File: config.mk
export PLATFORM = sky130hd
export DESIGN_NAME = psc_trigger_sched
export DESIGN_NICKNAME = d
export VERILOG_FILES = /design/src/rtl/psc_trigger_pkg.sv /design/src/rtl/psc_rr_arbiter.sv /design/src/rtl/psc_trigger_sched.sv
export SDC_FILE = /design/constraint.sdc
export NUM_CORES = 1
export LEC_CHECK = 0
export BUFFER_PORTS_ARGS = -buffer_cell sky130_fd_sc_hd__buf_2
export CORE_MARGIN = 2
export CORE_UTILIZATION = 37
export CTS_CLUSTER_DIAMETER = 40
export DETAILED_ROUTE_END_ITERATION = 10
export PLACE_DENSITY = 0.65
export SLEW_MARGIN = 30
export SYNTH_ARGS = -nofsm -noshare
export SYNTH_HDL_FRONTEND = slang
export SYNTH_SLANG_ARGS = --single-unit
File: constraint.sdc
create_clock -name clk -period 3.85 [get_ports clk]
set_clock_uncertainty 0.1 [all_clocks]
set_input_delay 0.1925 -clock clk [delete_from_list [all_inputs] [get_ports clk]]
set_output_delay 0.1925 -clock clk [all_outputs]
set_load 0.05 [all_outputs]
File: src/rtl/psc_trigger_pkg.sv
// Shared definitions for the PSC trigger scheduler: FSM state encoding,
// default hold-off length and the width helper used for channel indices.
package psc_trigger_pkg;

   typedef enum logic [1:0] {
      ST_IDLE  = 2'd0,
      ST_DELAY = 2'd1,
      ST_FIRE  = 2'd2,
      ST_HOLD  = 2'd3
   } schedState_e;

   localparam int HOLDOFF_DEFAULT = 100;

   // Number of bits needed to index 'value' entries, never less than one
   function automatic int clog2(input int value);
      int width;
      width = 1;
      while ((1 << width) < value) width = width + 1;
      return width;
   endfunction

endpackage

File: src/rtl/psc_rr_arbiter.sv
// Combinational round-robin search: picks the first pending channel
// after last_grant, wrapping around, so every channel gets its turn.
module psc_rr_arbiter
   import psc_trigger_pkg::*;
#(
   parameter  int N_CH = 4,
   localparam int CH_W = clog2(N_CH)
) (
   input  logic [N_CH-1:0] pending,
   input  logic [CH_W-1:0] last_grant,
   output logic            grant_valid,
   output logic [CH_W-1:0] grant_idx
);

   logic [CH_W-1:0] candIdx;

   // Walk offsets from farthest to nearest so the nearest pending channel is the last (winning) assignment
   always_comb begin
      grant_valid = 1'b0;
      grant_idx   = '0;
      candIdx     = '0;
      for (int k = N_CH; k >= 1; k--) begin
         candIdx = CH_W'((int'(last_grant) + k) % N_CH);
         if (pending[candIdx]) begin
            grant_valid = 1'b1;
            grant_idx   = candIdx;
         end
      end
   end

endmodule

File: src/rtl/psc_trigger_sched.sv
// Round-robin trigger scheduler in front of the PSC trigger transmitter.
// Latches channel requests, grants one at a time, waits the channel's
// programmed delay, fires one start pulse and then holds off the link.
module psc_trigger_sched
   import psc_trigger_pkg::*;
#(
   parameter  int N_CH    = 4,
   parameter  int DLY_W   = 16,
   parameter  int HOLDOFF = HOLDOFF_DEFAULT,
   localparam int CH_W    = clog2(N_CH)
) (
   input  logic             clk,
   input  logic             reset,
   input  logic [N_CH-1:0]  trig_in,
   input  logic             cfg_we,
   input  logic [CH_W-1:0]  cfg_addr,
   input  logic [DLY_W-1:0] cfg_delay,
   output logic             tx_start,
   output logic [CH_W-1:0]  tx_chan,
   input  logic             tx_busy,
   output logic [N_CH-1:0]  pending,
   output logic [N_CH-1:0]  overrun,
   input  logic             clear_ovr,
   output logic             active
);

   // The shared counter must hold both a full delay value and HOLDOFF-1
   localparam int HO_W  = clog2(HOLDOFF);
   localparam int CNT_W = (DLY_W > HO_W) ? DLY_W : HO_W;

   schedState_e      state_q, state_d;
   logic [CNT_W-1:0] cnt_q, cnt_d;
   logic [CH_W-1:0]  txChan_q, txChan_d;
   logic [CH_W-1:0]  lastGrant_q, lastGrant_d;
   logic [N_CH-1:0]  trigDelay_q;
   logic [N_CH-1:0]  pending_q, pending_d;
   logic [N_CH-1:0]  overrun_q, overrun_d;
   logic [N_CH-1:0]  rise;
   logic [N_CH-1:0]  grantMask;
   logic [DLY_W-1:0] delayTable_q [N_CH];
   logic             grantValid;
   logic [CH_W-1:0]  grantIdx;
   logic             grantNow;

   assign rise     = trig_in & ~trigDelay_q;
   assign pending  = pending_q;
   assign overrun  = overrun_q;
   assign tx_chan  = txChan_q;
   assign active   = (state_q != ST_IDLE);

   psc_rr_arbiter #(
      .N_CH(N_CH)
   ) uArbiter (
      .pending     (pending_q),
      .last_grant  (lastGrant_q),
      .grant_valid (grantValid),
      .grant_idx   (grantIdx)
   );

   // Previous trigger level; loading it during reset too means a level held across release is not an edge
   always_ff @(posedge clk) begin
      trigDelay_q <= trig_in;
   end

   // Delay table: only an exactly matching in-range index is written
   always_ff @(posedge clk) begin
      if (reset) begin
         for (int i = 0; i < N_CH; i++) delayTable_q[i] <= '0;
      end else begin
         for (int i = 0; i < N_CH; i++) begin
            if (cfg_we && (cfg_addr == CH_W'(i))) delayTable_q[i] <= cfg_delay;
         end
      end
   end

   // Pending and overrun flags; a new edge beats both the grant-clear and clear_ovr
   always_comb begin
      grantMask = '0;
      if (grantNow) grantMask = N_CH'(1) << grantIdx;
      pending_d = (pending_q & ~grantMask) | rise;
      overrun_d = overrun_q;
      if (clear_ovr) overrun_d = '0;
      overrun_d = overrun_d | (rise & pending_q & ~grantMask);
   end

   // Flag registers
   always_ff @(posedge clk) begin
      if (reset) begin
         pending_q <= '0;
         overrun_q <= '0;
      end else begin
         pending_q <= pending_d;
         overrun_q <= overrun_d;
      end
   end

   // Scheduler next-state: grant, count down the delay, fire once, then hold off
   always_comb begin
      state_d     = state_q;
      cnt_d       = cnt_q;
      txChan_d    = txChan_q;
      lastGrant_d = lastGrant_q;
      grantNow    = 1'b0;
      tx_start    = 1'b0;
      case (state_q)
         ST_IDLE: begin
            if (grantValid) begin
               grantNow    = 1'b1;
               txChan_d    = grantIdx;
               lastGrant_d = grantIdx;
               cnt_d       = CNT_W'(delayTable_q[grantIdx]);
               state_d     = ST_DELAY;
            end
         end
         ST_DELAY: begin
            if (cnt_q == '0) state_d = ST_FIRE;
            else             cnt_d   = cnt_q - CNT_W'(1);
         end
         ST_FIRE: begin
            if (!tx_busy) begin
               tx_start = 1'b1;
               cnt_d    = CNT_W'(HOLDOFF - 1);
               state_d  = ST_HOLD;
            end
         end
         ST_HOLD: begin
            if (cnt_q != '0)  cnt_d   = cnt_q - CNT_W'(1);
            else if (!tx_busy) state_d = ST_IDLE;
         end
         default: state_d = ST_IDLE;
      endcase
   end

   // Scheduler registers; last grant starts at the top channel so channel 0 is served first
   always_ff @(posedge clk) begin
      if (reset) begin
         state_q     <= ST_IDLE;
         cnt_q       <= '0;
         txChan_q    <= '0;
         lastGrant_q <= CH_W'(N_CH - 1);
      end else begin
         state_q     <= state_d;
         cnt_q       <= cnt_d;
         txChan_q    <= txChan_d;
         lastGrant_q <= lastGrant_d;
      end
   end

endmodule

-- Word level (Yosys, flattened, before mapping)
Memories as Yosys holds them, arrays and structs flattened.
Index checks and enable logic that the tools add are counted.
- bitwise operators: 12
- equal/unequal tests: 13
- reduce and logical (&&, ||, !) cells: 12
- shift-type cells: 1
- multiplexer cells: 51
- add/subtract/negate cells: 5
- order comparisons: 4
- operator list (cell ; number):
    16-bit two-way mux ; 8
    16-bit case mux with 4 select lines ; 1
    1-bit two-way mux ; 26
    2-bit two-way mux ; 9
    4-bit bitwise AND ; 4
    16-bit zero test ; 1
    16-bit nonzero test ; 1
    16-bit by 1-bit subtractor with 16-bit output, second input constant ; 1
    2-bit != test, second input constant ; 7
    2-bit by 3-bit less-than comparator with 1-bit output, second input constant ; 4
    1-bit binary-select mux with 2-bit select ; 4
    2-bit == test, second input constant ; 4
    4-bit two-way mux ; 2
    4-bit inverter ; 2
    4-bit OR ; 2
    2-bit case mux with 4 select lines ; 1
    5-bit AND reduction ; 1
    2-bit by 1-bit adder with 2-bit output, second input constant ; 2
    2-bit adder, second input constant ; 2
    2-bit by 1-bit == test with 1-bit output, second input constant ; 2
    1-bit logical AND ; 4
    2-bit zero test ; 2
    1-bit OR ; 4
    4-bit AND reduction ; 1
    other kinds (3) ; 3
- input bits: 27
- RAM bits: 64
- word-level logic and storage cells: 106
- memories kept: 1
- flip-flop bits (word level): 34
- memories (name ; depth ; width ; rd ports ; clocked after memory_dff ; wr ports ; RTL line ; text):
    delayTable_q ; 4 ; 16 ; 1 ; 0 ; 4 ; psc_trigger_sched.sv:40 ; logic [DLY_W-1:0] delayTable_q [N_CH];

-- Depth between registers and ports, before layout
- word-level depth: 13
- mapped depth: 9

-- Cells and area by module
A second synthesis with hierarchy kept.
- cells, all modules: 397
- area, all modules: 4673.2 sq um
- by module, submodules not included (module ; cells each ; sequential area each (sq um) ; times used ; area each (sq um)):
    psc_trigger_sched ; 383 ; 2602.5 ; 1 ; 4581.9
    psc_rr_arbiter ; 14 ; 0.0 ; 1 ; 91.3

-- Least setup slack after synthesis
OpenSTA, ideal clock, no wires.
- path kind: reg2reg
- start point: register pending_q[0] (netlist: pending[0])
- end point: register cnt_q[13]
- arrival: 2.107 ns
- clock period less this slack: 2.344 ns
- cell stages (with the launch flop): 7
- slack: 1.506 ns
- required time: 3.612 ns
- cells stage by stage: dfxtp_1 -> o21ai_1 -> a211oi_4 -> buf_4 -> mux2_1 -> a41oi_2 -> o31ai_1
- word-level cells in the longest chain between the ends: 9
- elaborated cells on any way between the ends: 21
- classes of those cells: 1 x eq/ne; 18 x mux; 1 x reduce/logical; 1 x memory
- RTL lines (what ; RTL line ; text):
    from (decl) ; psc_trigger_sched.sv:36 ; logic [N_CH-1:0] pending_q, pending_d;
    from (signal assigned) ; psc_trigger_sched.sv:92 ; pending_q <= pending_d;
    1-bit binary-select mux with 2-bit select ; psc_rr_arbiter.sv:24 ; if (pending[candIdx]) begin
    1-bit two-way mux (not written as such) ; psc_rr_arbiter.sv:24 ;
    2-bit two-way mux (4 in a row) ; psc_rr_arbiter.sv:24 ;
    memory 4 x 16 bit ; - ;
    16-bit two-way mux ; psc_trigger_sched.sv:107 ; if (grantValid) begin
    16-bit case mux with 4 select lines ; psc_trigger_sched.sv:105 ; case (state_q)
    to (signal assigned) ; psc_trigger_sched.sv:143 ; cnt_q <= cnt_d;
    to (decl) ; psc_trigger_sched.sv:32 ; logic [CNT_W-1:0] cnt_q, cnt_d;
Several ways; a longest one is shown, not always the timed one. The select of a mux whose other input is x is not followed.
A chain may end at the register's enable or synchronous reset.

-- Final worst setup path
- start point: register state_q[0]
- end point: register cnt_q[3]
- word-level cells in the longest chain between the ends: 3
- elaborated cells on any way between the ends: 10
- classes of those cells: 7 x eq/ne; 1 x mux; 2 x reduce/logical
- RTL lines (what ; RTL line ; text):
    from (decl) ; psc_trigger_sched.sv:31 ; schedState_e state_q, state_d;
    from (signal assigned) ; psc_trigger_sched.sv:142 ; state_q <= state_d;
    2-bit == test, or another cell as far along ; psc_trigger_sched.sv:105 ;
    2-bit != test (no line) ; - ;
    4-bit AND reduction (no line) ; - ;
Several ways; a longest one is shown, not always the timed one.

==> flow_metrics.py <==
metrics = {
    "synthesis": {
        "syn-num-nets": 459,
        "synth_ff_type": "edfxtp_1",
        "seq_area_frac_synth_pct": 55.1,
        "synth_edf_count": 64,
        "ys_warn_count": 0,
        "synthDistinctLibCells": 55,
        "synth_cells": 426,
        "synthArstFlopShare_pct": 0,
        "mappedNetlistArea_um2": 4730,
        "yosys-top-cells-area": "edfxtp_1 41%, dfxtp_1 14%, and2_1 9.0%, mux2i_1 5.3%, a21oi_1 2.4%",
        "ys_ff_latch": 98,
        "synth_top_area_share_pct": 40.7,
        "avgSynthCellArea_um2": 11.1,
        "post-synth-top-area-cell": "edfxtp_1",
    },
    "critical_path": {
        "arrival_ns": 3.08,
        "worstPathMaxFanout": 25,
        "worst_path_max_delay_cell": "o31a_1",
        "cp_num_cells": 7,
        "crit_path_start_kind": "flop",
        "timing.rr.end": "cnt_q[3]",
        "path_cells": "inv_1 > ha_1 > a32oi_2 > o31a_1 > o21ai_0 > a22o_1 > o221a_1",
        "critPathCaptureType": "flop",
        "cp-endpoint": "cnt_q[3]",
        "worstSetupPathType": "flop to flop",
        "path_delay_family": "compound AO/OA/AOI/OAI gates",
        "path_buf_inv": 1,
        "r2r-start": "state_q[0]",
        "cp_data_required_time_ns": 3.98,
        "worstSetupStartpoint": "state_q[0]",
        "rrSetupSlack_ns": 0.90,
        "reg2reg_depth": 7,
        "cpPeakStageDelay_ns": 0.81,
    },
    "clock_tree": {
        "clk_pin_slew_ns": 0.07,
        "post_cts_buffers": 0,
        "cts.sinks": 98,
        "cts_buffer_depth": 2,
        "cts_tree": "yes",
        "cts_buffers": 9,
        "h-tree-depth": 3,
        "worstSkewPairLatency_ns": 0.34,
        "ctsRootBufferMaster": "clkbuf_16",
    },
    "pwr": {
        "p_int_uw": 2250,
        "sw_frac_of_total_pct": 37.5,
        "ir_drop_mv": 0.252,
        "switchingPower_uw": 1350,
        "p_leak_uw": 0.00210,
        "power_frac_seq_pct": 38.7,
        "power_density_nw_per_um2": 661,
        "p_comb_share_pct": 36.1,
        "power_frac_clock_pct": 25.2,
    },
    "detailed_routing": {
        "firstDrtPassIters": 5,
        "vias": 3412,
        "drc": 0,
        "totalWireLength_mm": 10.8,
        "first_iter_violations": 225,
        "wire_per_inst_um": 16.7,
        "viasPerCell": 5.29,
        "ant_nets": 0,
    },
    "die": {
        "die_h_um": 117,
        "start_util_pct": 37.6,
        "dieArea_um2": 13700,
        "ios": 39,
        "row_count": 41,
        "core_um2": 12600,
        "dieWidth_um": 117,
    },
    "sta": {
        "finalSetupViolations": 0,
        "holdWs_ns": 0.0545,
        "hold_viol_final": 0,
        "rsz0062_at_grt": "no",
        "tns_ns": 0,
        "final_max_slew_viol_count": 0,
        "max_clock_freq_mhz": 339,
        "post-route-min-period_ns": 2.95,
        "worst_pin_slew_ns": 0.911,
        "slew_headroom_pct": 39.3,
        "fin_crit_sh_pct": 76.7,
    },
    "finish": {
        "diodes": 0,
        "drive_gt1_share_pct": 16.5,
        "final_cell_mix": "68 x and2_1, 64 x edfxtp_1, 38 x buf_2",
        "final_common_cell": "and2_1",
        "fill_cells": 1158,
        "area_delta_synth_final_pct": 15.2,
        "design_area_um2": 5450,
        "instances_no_fill": 645,
        "fin_nets": 501,
    },
    "min_path": {
        "whs_path_depth": 2,
        "hold_path_class": "input pin to flop",
    },
    "global_route": {
        "grt_max_degree": 26,
        "antenna_found_initial": 0,
        "grt.total_usage_pct": 17.0,
        "grt_pass1_wl_mm": 17.4,
        "grt_pass1_vias": 3394,
        "grt-ovfl-total": 0,
    },
    "placed_design": {
        "dp_hpwl_mm": 7.02,
        "io_buffer_count": 38,
        "place_inst": 625,
        "post_dp_cell_area_um2": 5100,
        "gp_congestion": 0.850,
    },
    "run": {
        "drv_cap": 0,
    },
    "status": {
        "status": "finished clean",
    },
}
==> what timing repair did <==
item | 4_1_cts | 5_1_grt
hold buffers | 4 | 0
gates resized for setup | 0 | 0
hold endpoints to repair | 4 | 0
==> synthesized netlist by cell type, types with 11 or more instances <==
library cell and instances:
inv_1 11, mux2i_1 25, nor2_1 18, nor3_1 17, clkbuf_1 13, edfxtp_1 64, and2_1 68, nand2_1 28
dfxtp_1 34, a21oi_1 23, o21ai_0 20
==> stage by stage <==
stage	utilization, %	power, uW	setup WS, ns
after floorplan	-	2380	1.51
after global placement	40.6	2650	1.08
after detailed placement	40.6	2680	0.938
after CTS	43.3	3600	0.954
after global routing	43.3	3810	0.679
final	43.3	3600	0.898
==> layer usage <==
metal  vias up  wire, um  track usage [%]
li1       1647         -                -
met1      1633      4770             22.4
met2       113      5210             28.0
met3        19       520             2.27
met4         0       254             8.00
met5         -         0                0
==> power by group through the flow <==
stage	logic [uW]	clock network, uW	registers, uW
after floorplan	957	0	1420
after global placement	1250	0	1400
after detailed placement	1270	0	1410
after CTS	1290	920	1390
after global routing	1430	961	1420
final	1300	908	1390
==> flip-flops by register name, summed over array words and instances (netlist names) <==
signal / count
cnt_q: 16
delayTable_q: 64
lastGrant_q: 2
overrun: 4
pending: 4
state_q: 2
trigDelay_q: 4
tx_chan: 2
==> cell families (layout without fill, tap and decap cells) <==
family,after synthesis,after routing,synth area share (%)
and+or+nand+nor,165,165,19.0
DFF,98,98,55.1
AOI/OAI and AO/OA,88,88,13.0
muxes,36,36,7.91
buffers and inverters,30,77,2.91
adders and majority gates,6,6,1.59
xor gates and xnor gates,3,3,0.556
==> worst min-delay path by stage <==
stage | from | end | slack (ns)
finish | cfg_delay[9] | delayTable_q[1][9] | 0.05
global route | cfg_delay[14] | delayTable_q[2][14] | 0.06
CTS | cfg_delay[9] | delayTable_q[3][9] | 0.05
detailed placement | trig_in[2] | trigDelay_q[2] | 0.21
global placement | trig_in[0] | trigDelay_q[0] | 0.21
floorplan | trig_in[0] | trigDelay_q[0] | 0.12
==> area by class of cell <==
| class | instances | area [um2] | area share (%) |
|---|---|---|---|
| flip-flops and latches | 98 | 2600 | 47.8 |
| repair buffers | 50 | 290 | 5.33 |
| inverters | 11 | 41.3 | 0.758 |
| multi-input cells | 298 | 1990 | 36.6 |
| clock buffers | 10 | 239 | 4.39 |
| clock inverters | 6 | 62.6 | 1.15 |
| well taps | 172 | 215 | 3.95 |
(Power assumes the default switching activity.)
